### config.mk
export PLATFORM = sky130hd
export DESIGN_NAME = axil_times_table
export DESIGN_NICKNAME = d
export VERILOG_FILES = /design/src/rtl/axil_tt_pkg.sv /design/src/rtl/shift_add_mul.sv /design/src/rtl/axil_times_table.sv
export SDC_FILE = /design/constraint.sdc
export NUM_CORES = 1
export LEC_CHECK = 0
export ABC_AREA = 1
export BUFFER_PORTS_ARGS = -buffer_cell sky130_fd_sc_hd__buf_2
export CAP_MARGIN = 20
export CORE_MARGIN = 3
export CORE_UTILIZATION = 40
export DETAILED_ROUTE_END_ITERATION = 16
export MAX_ROUTING_LAYER = met4
export SYNTH_ARGS = -nofsm -noshare
export SYNTH_HDL_FRONTEND = slang
export SYNTH_SLANG_ARGS = --single-unit
### constraint.sdc
create_clock -name clk -period 2.45 [get_ports clk]
set_input_delay 0.49 -clock clk [delete_from_list [all_inputs] [get_ports clk]]
set_output_delay 0.49 -clock clk [all_outputs]
set_load 0.02 [all_outputs]
### src/rtl/axil_tt_pkg.sv
// Shared definitions for the AXI-Lite times-table block.
// Holds the register byte offsets, the response codes and the FSM state type.
package axil_tt_pkg;

    localparam logic [4:0] REG_A      = 5'h00;
    localparam logic [4:0] REG_B      = 5'h04;
    localparam logic [4:0] REG_CTRL   = 5'h08;
    localparam logic [4:0] REG_RESULT = 5'h0C;

    localparam logic [1:0] RESP_OKAY   = 2'b00;
    localparam logic [1:0] RESP_SLVERR = 2'b10;

    typedef enum logic [1:0] {
        IDLE = 2'd0,
        CALC = 2'd1,
        DONE = 2'd2
    } tt_state_t;

endpackage

### src/rtl/shift_add_mul.sv
// Iterative unsigned shift-add multiplier: one partial product per cycle, OP_W cycles total.
// product only updates when a full multiply completes, so it always holds the last finished result.
module shift_add_mul #(
    parameter int OP_W = 8
) (
    input  logic                clk,
    input  logic                rst,
    input  logic                start,
    input  logic [OP_W-1:0]     a,
    input  logic [OP_W-1:0]     b,
    output logic                busy,
    output logic                last,
    output logic [2*OP_W-1:0]   product
);
    localparam int RES_W = 2 * OP_W;
    localparam int CNT_W = $clog2(OP_W + 1);

    logic [RES_W-1:0] a_sh_reg;
    logic [RES_W-1:0] acc_reg;
    logic [RES_W-1:0] acc_next;
    logic [RES_W-1:0] product_reg;
    logic [OP_W-1:0]  b_sh_reg;
    logic [CNT_W-1:0] cnt_reg;

    assign acc_next = b_sh_reg[0] ? acc_reg + a_sh_reg : acc_reg;
    assign busy     = (cnt_reg != '0);
    assign last     = (cnt_reg == CNT_W'(1));
    assign product  = product_reg;

    always_ff @(posedge clk) begin
        if (!rst) begin
            a_sh_reg    <= '0;
            acc_reg     <= '0;
            product_reg <= '0;
            b_sh_reg    <= '0;
            cnt_reg     <= '0;
        end else if (start) begin
            a_sh_reg <= RES_W'(a);
            b_sh_reg <= b;
            acc_reg  <= '0;
            cnt_reg  <= CNT_W'(OP_W);
        end else if (busy) begin
            acc_reg  <= acc_next;
            a_sh_reg <= a_sh_reg << 1;
            b_sh_reg <= b_sh_reg >> 1;
            cnt_reg  <= cnt_reg - CNT_W'(1);
            if (last) begin
                product_reg <= acc_next;
            end
        end
    end

endmodule

### src/rtl/axil_times_table.sv
// AXI-Lite slave computing A*B on a CTRL start; result readable at RESULT.
// Define AXIL_TT_FAST_MUL_EN for a single-cycle combinational multiply (start goes straight to DONE).
module axil_times_table
    import axil_tt_pkg::*;
#(
    parameter int OP_W = 8
) (
    input  logic        clk,
    input  logic        rst,
    input  logic [4:0]  awaddr,
    input  logic        awvalid,
    output logic        awready,
    input  logic [31:0] wdata,
    input  logic        wvalid,
    output logic        wready,
    output logic [1:0]  bresp,
    output logic        bvalid,
    input  logic        bready,
    input  logic [4:0]  araddr,
    input  logic        arvalid,
    output logic        arready,
    output logic [31:0] rdata,
    output logic [1:0]  rresp,
    output logic        rvalid,
    input  logic        rready
);
    localparam int RES_W = 2 * OP_W;

    tt_state_t        state_reg;
    logic [OP_W-1:0]  a_reg;
    logic [OP_W-1:0]  b_reg;
    logic [RES_W-1:0] product;
    logic             awready_reg;
    logic             bvalid_reg;
    logic [1:0]       bresp_reg;
    logic             arready_reg;
    logic             rvalid_reg;
    logic [1:0]       rresp_reg;
    logic [31:0]      rdata_reg;

    logic [4:0]  wr_off;
    logic [4:0]  rd_off;
    logic        wr_fire;
    logic        rd_fire;
    logic        wr_ok;
    logic        wr_start;
    logic        start_fire;
    logic        calc_end;
    logic [1:0]  bresp_next;
    logic [31:0] rdata_next;
    logic [1:0]  rresp_next;
    logic        unused_bits;

    assign unused_bits = &{1'b0, wdata[31:OP_W], awaddr[1:0], araddr[1:0]};

    assign wr_off     = {awaddr[4:2], 2'b00};
    assign rd_off     = {araddr[4:2], 2'b00};
    assign wr_fire    = awready_reg && awvalid && wvalid;
    assign rd_fire    = arready_reg && arvalid;
    assign start_fire = wr_fire && wr_start;

`ifdef AXIL_TT_FAST_MUL_EN
    localparam tt_state_t RUN_STATE = DONE;
    logic [RES_W-1:0] product_reg;

    assign calc_end = 1'b1;
    assign product  = product_reg;

    // Operands are stable registers here, so the product is captured on the start edge.
    always_ff @(posedge clk) begin
        if (!rst) begin
            product_reg <= '0;
        end else if (start_fire) begin
            product_reg <= RES_W'(a_reg) * RES_W'(b_reg);
        end
    end
`else
    localparam tt_state_t RUN_STATE = CALC;
    logic mul_busy;
    logic mul_last;

    assign calc_end = mul_last || !mul_busy;

    shift_add_mul #(
        .OP_W(OP_W)
    ) u_mul (
        .clk     (clk),
        .rst     (rst),
        .start   (start_fire),
        .a       (a_reg),
        .b       (b_reg),
        .busy    (mul_busy),
        .last    (mul_last),
        .product (product)
    );
`endif

    always_comb begin
        wr_ok    = 1'b0;
        wr_start = 1'b0;
        case (wr_off)
            REG_A, REG_B: wr_ok = (state_reg != CALC);
            REG_CTRL: begin
                wr_ok    = (state_reg != CALC);
                wr_start = wr_ok && wdata[0];
            end
            default: wr_ok = 1'b0;
        endcase
        bresp_next = wr_ok ? RESP_OKAY : RESP_SLVERR;
    end

    always_comb begin
        rdata_next = '0;
        rresp_next = RESP_OKAY;
        case (rd_off)
            REG_A:      rdata_next[OP_W-1:0]  = a_reg;
            REG_B:      rdata_next[OP_W-1:0]  = b_reg;
            REG_CTRL:   rdata_next[1:0]       = {state_reg == CALC, state_reg == DONE};
            REG_RESULT: rdata_next[RES_W-1:0] = product;
            default:    rresp_next            = RESP_SLVERR;
        endcase
    end

    always_ff @(posedge clk) begin
        if (!rst) begin
            state_reg   <= IDLE;
            a_reg       <= '0;
            b_reg       <= '0;
            awready_reg <= 1'b0;
            bvalid_reg  <= 1'b0;
            bresp_reg   <= RESP_OKAY;
            arready_reg <= 1'b0;
            rvalid_reg  <= 1'b0;
            rresp_reg   <= RESP_OKAY;
            rdata_reg   <= '0;
        end else begin
            // Single-cycle ready pulse; the !awready term stops a second accept of the same beat.
            awready_reg <= awvalid && wvalid && !bvalid_reg && !awready_reg;

            if (wr_fire) begin
                bvalid_reg <= 1'b1;
                bresp_reg  <= bresp_next;
                if (wr_ok && wr_off == REG_A) a_reg <= wdata[OP_W-1:0];
                if (wr_ok && wr_off == REG_B) b_reg <= wdata[OP_W-1:0];
            end else if (bvalid_reg && bready) begin
                bvalid_reg <= 1'b0;
            end

            if (rd_fire) begin
                rvalid_reg  <= 1'b1;
                arready_reg <= 1'b0;
                rdata_reg   <= rdata_next;
                rresp_reg   <= rresp_next;
            end else if (rvalid_reg && rready) begin
                rvalid_reg  <= 1'b0;
                arready_reg <= 1'b1;
            end else if (!rvalid_reg) begin
                arready_reg <= 1'b1;
            end

            // A start in DONE takes priority over the RESULT read that would return to IDLE.
            case (state_reg)
                IDLE: if (start_fire) state_reg <= RUN_STATE;
                CALC: if (calc_end) state_reg <= DONE;
                DONE: begin
                    if (start_fire) begin
                        state_reg <= RUN_STATE;
                    end else if (rd_fire && rd_off == REG_RESULT) begin
                        state_reg <= IDLE;
                    end
                end
                default: state_reg <= IDLE;
            endcase
        end
    end

    assign awready = awready_reg;
    assign wready  = awready_reg;
    assign bvalid  = bvalid_reg;
    assign bresp   = bresp_reg;
    assign arready = arready_reg;
    assign rvalid  = rvalid_reg;
    assign rdata   = rdata_reg;
    assign rresp   = rresp_reg;

endmodule

; ---- Word-level counts from Yosys, hierarchy flattened
; Cells that the tools add are included.
[totals]
inputBits = 49
ff_bits = 102
output_inout_bits = 41
[op_classes]
eq_ne = 13
n_reduce_logical = 32
add_sub_neg = 2
muxes = 25
n_bitwise = 2
[op_table]
columns = cell, n
row1 = 2-to-1 mux 8 bit, 5
row2 = case mux 6 bit (3 select lines), 1
row3 = adder 16 bit, 1
row4 = 2-to-1 mux 16 bit, 1
row5 = logical AND 1 bit, 13
row6 = 2-to-1 mux 2 bit, 6
row7 = zero test 5 bit, 2
row8 = "equality test 3 x 2 -> 1 bit, second input constant", 3
row9 = 2-to-1 mux 1 bit, 8
row10 = 2-to-1 mux 4 bit, 2
row11 = case mux 2 bit (4 select lines), 1
row12 = "equality test 3 x 1 -> 1 bit, second input constant", 2
row13 = case mux 2 bit (3 select lines), 1
row14 = AND reduction 3 bit, 2
row15 = nonzero test 2 bit, 3
row16 = "equality test 4 x 1 -> 1 bit, second input constant", 1
row17 = "!= test 2 x 1 -> 1 bit, second input constant", 2
row18 = "!= test 2 bit, second input constant", 2
row19 = AND reduction 2 bit, 2
row20 = nonzero test 4 bit, 1
row21 = OR reduction 2 bit, 2
row22 = OR reduction 4 bit, 1
row23 = "subtractor 4 x 1 -> 4 bit, second input constant", 1
row24 = zero test 1 bit, 3
row25 = 7 further kinds, 8

; ---- Depth between registers and ports, before layout
; Gate-level depths: netlist of run 1.
[depth]
word_depth = 6
mapped_depth = 13
mapped_depth_nobuf = 13

; ---- By module
; Synthesis of run 1 repeated with hierarchy kept, for this count alone.
[unflattened]
cells_unflattened = 781
hier_area_um2 = 5277.6
[modules_own_cells]
columns = mod, cells_each, area_each_um2, instances, seq_area_each_um2
row1 = shift_add_mul, 522, 3467.1, 1, 1201.2
row2 = axil_times_table, 259, 1810.5, 1, 800.8

; ---- Worst setup path after synthesis of run 1
; No wires, ideal clock.
[synth_path]
path_type = register to register
start = reg u_mul.acc_reg[0]
end = reg u_mul.product_reg[6] (netlist: u_mul.product[6])
t_arrival_ns = 1.711
setup_time_ns = 0.109
required_time_ns = 2.341
stages_incl_launch_ff = 12
path_slack_ns = 0.630
cell_sequence = dfxtp_1 ha_1 fa_1 nand2_1 nand2_1 nand3b_1 nand2_1 or2_2 nand3_1 o211ai_1 nand2_1 inv_1
[synth_via]
elab_chain_len = 2
[synth_lines]
columns = element, line
row1 = from (decl), shift_add_mul.sv:19  ; logic [RES_W-1:0] acc_reg;
row2 = from (signal assigned), shift_add_mul.sv:43  ; acc_reg <= acc_next;
row3 = adder 16 bit, shift_add_mul.sv:25  ; assign acc_next = b_sh_reg[0] ? acc_reg + a_sh_reg : acc_reg;
row4 = 2-to-1 mux 16 bit, shift_add_mul.sv:25
row5 = to (signal assigned), shift_add_mul.sv:48  ; product_reg <= acc_next;
row6 = to (decl), shift_add_mul.sv:21  ; logic [RES_W-1:0] product_reg;
; Every way passes these cells.
; A chain may end at the register's enable or synchronous reset.

; ---- Worst setup path in the final report of run 1
; Ends and elaborated chain as after synthesis.

==> results of run 1 <==
[synthesized netlist by cell type]
cell type    n  share of area
clkbuf_1    14          0.010
nand2_1    188           0.13
buf_6        1         0.0021
o2111ai_1    4         0.0066
o21ai_1      5         0.0047
fa_1         1         0.0038
buf_2       10         0.0095
nand3_1     45          0.043
or2_2        3         0.0036
o21a_1       9          0.013
inv_1      133          0.095
nor4_1       1         0.0012
a21oi_1     61          0.058
xnor2_1      2         0.0033
o221ai_1     3         0.0050
buf_4       22          0.031
nand2_2      2         0.0024
dfxtp_1    100           0.38
nor3_1       6         0.0057
o211ai_1     2         0.0028
buf_1        2         0.0014
a22oi_1      8          0.011
nor2_1      71          0.051
xor2_1       3         0.0050
and2_1       1         0.0012
nand3b_1     3         0.0043
nor2_4       1         0.0021
a211oi_1     2         0.0028
conb_1       1        0.00071
inv_2        2         0.0014
o22ai_1     17          0.020
nand3_4      2         0.0066
o21ai_0     37          0.035
ha_1        17          0.040
nand4_1      2         0.0024
[layer usage]
metal  up-vias  wire length (microns)
met5         -                      0
met4         0                    184
met3        14                    781
met2       120                   5570
met1      2094                   5970
li1       2500                      -
[cells by family (layout without fill, tap and decap cells)]
kind of cell | after synthesis | after routing | share of synthesized area
XOR/XNOR | 5 | 5 | 0.00831
AO/OA/AOI/OAI | 148 | 148 | 0.160
buffers and inverters | 184 | 204 | 0.151
adder cells (fa/ha/maj) | 18 | 18 | 0.0442
other | 1 | 18 | 0.000712
AND/OR/NAND/NOR | 325 | 325 | 0.257
flip-flops | 100 | 100 | 0.380
[stage by stage]
stage | util | instance area (sq um)
floorplan | - | 5330
global placement | 0.435 | 5550
detailed placement | 0.435 | 5550
CTS | 0.459 | 5860
global route | 0.459 | 5860
finish | 0.459 | 5860
[worst register-to-register path, cell delays in order, from the launching register on]
cell and delay (ps):
dfxtp_1 330, ha_1 250, fa_1 390, nand2_1 100, nand2_1 80, nand3b_1 90
nand2_1 110, or2_2 290, nand3_1 90, o211ai_1 90, nand2_1 80, inv_1 30
[worst paths after layout]
path	start	end	slack, ps	cells after the start
hold / removal	awvalid	awready$_SDFF_PN0_	380	3
setup reg to reg	u_mul.acc_reg[0]$_SDFFE_PP0N_	u_mul.product[6]$_SDFFE_PN0P_	430	11
setup / recovery	u_mul.acc_reg[0]$_SDFFE_PP0N_	u_mul.product[6]$_SDFFE_PN0P_	430	11
hold reg to reg	bvalid$_SDFFE_PN0P_	awready$_SDFF_PN0_	460	1
[cell type report]
cell class	count	area, sq um
Clock buffer	12	256
Clock inverter	4	55.1
Tap cell	172	215
Timing Repair Buffer	53	290
Sequential cell	100	2000
Inverter	135	507
Fill cell	1300	6910
Multi-Input combinational cell	514	2540
[power breakdown]
part	internal, uW	total (uW)	switching (uW)
registers	1810	1910	105
logic	467	1350	880
clock network	854	1480	628
==> flow_summary.yaml, run 1 <==
status:
  status: "completed"
clock_network:
  clock_latency_ps: 340
  cts_sinks: 100
  cts_setup_buffers: 0
  htreeDepth: 3
  cts_resized: 0
  clock_path_buffers: 2
  path_clk_slew_ps: 70
  cts_hold_buf: 0
  numCtsBuffers: 9
  cts-root-buf: "clkbuf_16"
  cts_tree: "yes"
global_routing:
  antenna_found_initial: 0
  busiest_layer: "met2"
  met3_usage: 0.0327
  grt_pass1_wl_microns: 20700
  grt_max_degree: 36
  grt_util_met1: 0.244
  overflow: 0
  use_met2: 0.279
  grt_pass1_vias: 4322
  track_usage: 0.182
floorplanning:
  initial_core_util: 0.412
  die_area_sq_mm: 0.0146
  die_x_microns: 121
  coreArea_sq_mm: 0.0128
  rows: 41
  ioPinCount: 90
  die_y_microns: 121
critical_path:
  cp-start-kind: "register"
  slowest_delay_ps: 390
  worstPathArrival_ps: 2270
  crit_required_ps: 2700
  crit_slowest_cell: "fa_1"
  critPathBufInv: 1
  path_cells: "ha_1, fa_1, nand2_1, nand2_1, nand3b_1, nand2_1, or2_2, nand3_1, o211ai_1, nand2_1, inv_1"
  cp_max_fo: 4
  path_common_cell: "nand2_1"
  cp-end-kind: "register"
  crit_family: "simple AND/OR/NAND/NOR gates"
  worstSetupPathType: "reg -> reg"
drt:
  drt-total-wl_microns: 12500
  routed_via_density: 4.78
  ant_nets: 0
  drt-initial-drc-count: 364
  first_pass_iters: 5
  drc: 0
  wl_per_cell_microns: 12.6
  via_count: 4728
cells_and_area:
  final_cell_mix: "188 x nand2_1, 133 x inv_1, 100 x dfxtp_1, 71 x nor2_1, 61 x a21oi_1"
  diodes: 0
  final_common_cell: "nand2_1"
  drive_gt1_frac: 0.0954
  stdcell_count: 990
  fin_nets: 880
  area_growth_pct: 11.3
placement:
  portBuffers: 43
  place_inst: 974
  place_ws_ps: 395
  hpwlAfterDp_microns: 9230
  place_congestion: 0.873
logic_synthesis:
  netlist_area_sq_mm: 0.00527
  syn_inst: 781
  ys.warnings.count: 0
  ys_seq_area_frac: 0.380
  ys_ff_latch: 100
  synth.avg_cell_area_sq_um: 6.75
  synth.distinct_cells: 35
sta:
  worst_slack_ps: 428
  final.setup.tns_ps: 0
  slew_headroom: 0.622
  fmax_mhz: 495
  setup_viol: 0
  min_period_over_period: 0.825
  rsz0062_at_grt: "no"
  clock_skew_ps: 9.40
  hold_viol_final: 0
  post-route-min-period_ps: 2020
  holdWs_ps: 377
  tightest_slew_ps: 567
  drv_slew: 0
pwr:
  p_leak_uw: 0.00290
  power_uw: 4740
  ir_worst_vdd_mv: 0.359
  powerDensity_mw_per_mm2: 808
run:
  maxCapViolCount: 0
min_path:
  min_path_type: "in -> reg"
Note: power is estimated with default switching activity, not from simulation.
==> inputs of run 2 (changes only) <==
--- a/config.mk
+++ b/config.mk
@@ -5,7 +5,7 @@
 export SDC_FILE = /design/constraint.sdc
 export NUM_CORES = 1
 export LEC_CHECK = 0
-export ABC_AREA = 1
+export ABC_AREA = 0
 export BUFFER_PORTS_ARGS = -buffer_cell sky130_fd_sc_hd__buf_2
 export CAP_MARGIN = 20
 export CORE_MARGIN = 3
==> constraint.sdc (replaced) <==
create_clock -name clk -period 2.1 [get_ports clk]
set_input_delay 0.42 -clock clk [delete_from_list [all_inputs] [get_ports clk]]
set_output_delay 0.42 -clock clk [all_outputs]
set_load 0.02 [all_outputs]
==> flow_summary.yaml, run 2 <==
logic_synthesis:
  ys_seq_area_frac: 0.396
  synth.avg_cell_area_sq_um: 8.50
  yosys.area.top_type: "dfxtp_1"
  netlist_area_sq_mm: 0.00505
  synth_top_cell_area_share: 0.396
  synth.most_common_cell: "dfxtp_1"
  syn_inst: 594
  synth_xor_area_frac: 0.0208
  synth_top_flop_cell: "dfxtp_1"
  synth-compound-area-share: 0.210
  synth_async_sr_flop_share: 0
  synth_mux_area_frac: 0.0704
  synth_common_cells: "100 x dfxtp_1, 90 x nand2_1, 60 x nor2_1"
  synth-adder-area-share: 0.0461
  synth.distinct_cells: 58
  ys_ff_latch: 100
  ys.warnings.count: 0
  synth.area.top_cells: "dfxtp_1 40%, nand2_1 6.7%, mux2i_1 6.1%"
  synth_top_family_by_area: "compound AO/OA/AOI/OAI gates"
  synth-edff-count: 0
  synthSimpleGateAreaFrac: 0.191
floorplanning:
  coreArea_sq_mm: 0.0122
  ioPinCount: 90
  die_y_microns: 118
  rows: 40
  die_area_sq_mm: 0.0140
  die_x_microns: 118
  initial_core_util: 0.415
sta:
  setup_viol: 2
  fmax_mhz: 464
  hold_viol_final: 0
  slew_headroom: 0.622
  clock_skew_ps: 4.33
  holdWs_ps: 306
  drv_slew: 0
  min_period_over_period: 1.03
  rsz0062_at_grt: "yes"
  final.setup.tns_ps: -61.8
  tightest_slew_ps: 566
  worst_slack_ps: -56.8
  post-route-min-period_ps: 2160
critical_path:
  slowest_delay_ps: 410
  crit_required_ps: 2360
  path_cells: "buf_6, fa_2, a21oi_4, o21ai_2, o21ba_4, a221oi_4, xnor2_1, a311oi_1"
  worstPathArrival_ps: 2410
  r2r-start: "u_mul.acc_reg[1]$_SDFFE_PP0N_"
  crit_slowest_cell: "fa_2"
  crit_family: "compound AO/OA/AOI/OAI gates"
  critPathLaunch: "u_mul.acc_reg[1]$_SDFFE_PP0N_"
  worstSetupPathType: "reg -> reg"
  r2r_slack_ps: -60
  cp-start-kind: "register"
  critPathBufInv: 1
  cp_max_fo: 3
  cp-end-kind: "register"
drt:
  wl_per_cell_microns: 15.7
  ant_nets: 0
  first_pass_iters: 8
  drt-initial-drc-count: 423
  drt-total-wl_microns: 13200
  routed_via_density: 5.44
  via_count: 4578
  drc: 0
clock_network:
  cts_hold_buf: 0
  cts_sinks: 100
  clock_path_buffers: 2
  cts_tree: "yes"
  numCtsBuffers: 9
  path_clk_slew_ps: 70
  clock_latency_ps: 350
  cts-root-buf: "clkbuf_16"
  htreeDepth: 3
pwr:
  power.share.combinational: 0.242
  ir_worst_vdd_mv: 0.410
  power_uw: 4920
  p_leak_uw: 0.00275
  p_switching_uw: 1630
  switching_share: 0.330
  p_int_uw: 3290
  pwr-share-seq: 0.433
  powerDensity_mw_per_mm2: 795
  p_clk_frac: 0.325
placement:
  place_congestion: 0.861
  place_ws_ps: -162
  hpwlAfterDp_microns: 9520
  portBuffers: 43
  placed_area_sq_mm: 0.00564
global_routing:
  antenna_found_initial: 0
  grt_pass1_wl_microns: 21400
  track_usage: 0.191
  grt_max_degree: 34
  grt_pass1_vias: 4276
  overflow: 0
cells_and_area:
  multiInputGateArea_sq_mm: 0.00298
  final_cell_mix: "93 x dfxtp_1, 89 x nand2_1, 59 x nor2_1, 55 x buf_4, 43 x buf_2"
  drive_gt1_frac: 0.236
  final_common_cell: "dfxtp_1"
  area_growth_pct: 22.5
  fin_nets: 736
  fill_cells: 1153
  diodes: 0
  sequential_cell_area_sq_mm: 0.00201
  fin_area_sq_mm: 0.00619
min_path:
  min_path_type: "in -> reg"
  hold_start: "awvalid"
status:
  violations: "setup timing"
  status: "complete, but fails checks"
run:
  maxCapViolCount: 0
## run 2: cell count changes after synthesis, moves of 17 or more
cell	change
nand3_1	-29
nand2_1	-98
a311oi_1	+17
inv_1	-124
a21oi_1	-17
mux2i_1	+31
o22ai_1	-17
## run 2: logic make-up after synthesis
family / count (synthesis)
and+or+nand+nor: 216
AOI/OAI and AO/OA: 150
DFF: 100
buffers and inverters: 64
muxes: 33
adders and majority gates: 18
xor gates and xnor gates: 12
other: 1
## run 2: path summary, 6_finish.rpt
| kind | end | depth (start not counted) |
|---|---|---|
| setup / recovery | u_mul.product[14]$_SDFFE_PN0P_ | 8 |
| hold / removal | awready$_SDFF_PN0_ | 3 |
| setup reg to reg | u_mul.product[14]$_SDFFE_PN0P_ | 8 |
| hold reg to reg | awready$_SDFF_PN0_ | 1 |
## run 2: cell type report
type / instances / area share
Clock inverter: 7 / 0.00930
Tap cell: 168 / 0.0340
Inverter: 9 / 0.00546
Clock buffer: 9 / 0.0364
Multi-Input combinational cell: 448 / 0.482
Timing Repair Buffer: 101 / 0.107
Sequential cell: 100 / 0.325
## run 2: timing repair
| action | 4_1_cts | 5_1_grt |
|---|---|---|
| hold endpoints to repair | 0 | 0 |
| gates cloned | 1 | 0 |
| gates resized for setup | 20 | 23 |
| endpoints found under the setup margin | 11 | 18 |
| buffers inserted | 5 | 1 |
| pin swaps | 16 | 17 |
## run 2: metrics by stage
step / util / instances
after global placement: 0.463 / 819
after CTS: 0.501 / 841
after detailed placement: 0.463 / 819
after global routing: 0.509 / 842
final: 0.509 / 842
after floorplan: - / 611
## run 2: routing by layer
metal  up-vias  track usage  share of wire
met2       161        0.293           0.46
met4         0       0.0755          0.016
li1       2237            -              -
met5         -            -              0
met1      2159        0.255           0.45
met3        21       0.0239          0.069
## run 2: power groups by stage
stage	clock network [uW]	logic, uW	registers (uW)
after floorplan	0	765	2150
after global placement	0	1120	2160
after detailed placement	0	1140	2170
after CTS	1620	1160	2130
after global routing	1720	1330	2150
final	1600	1190	2130
## run 2: worst register-to-register path, stage by stage (launching register included)
cell and delay [ps]:
dfxtp_2 350, buf_6 120, fa_2 410, a21oi_4 180
o21ai_2 90, o21ba_4 220, a221oi_4 310, xnor2_1 130
a311oi_1 260
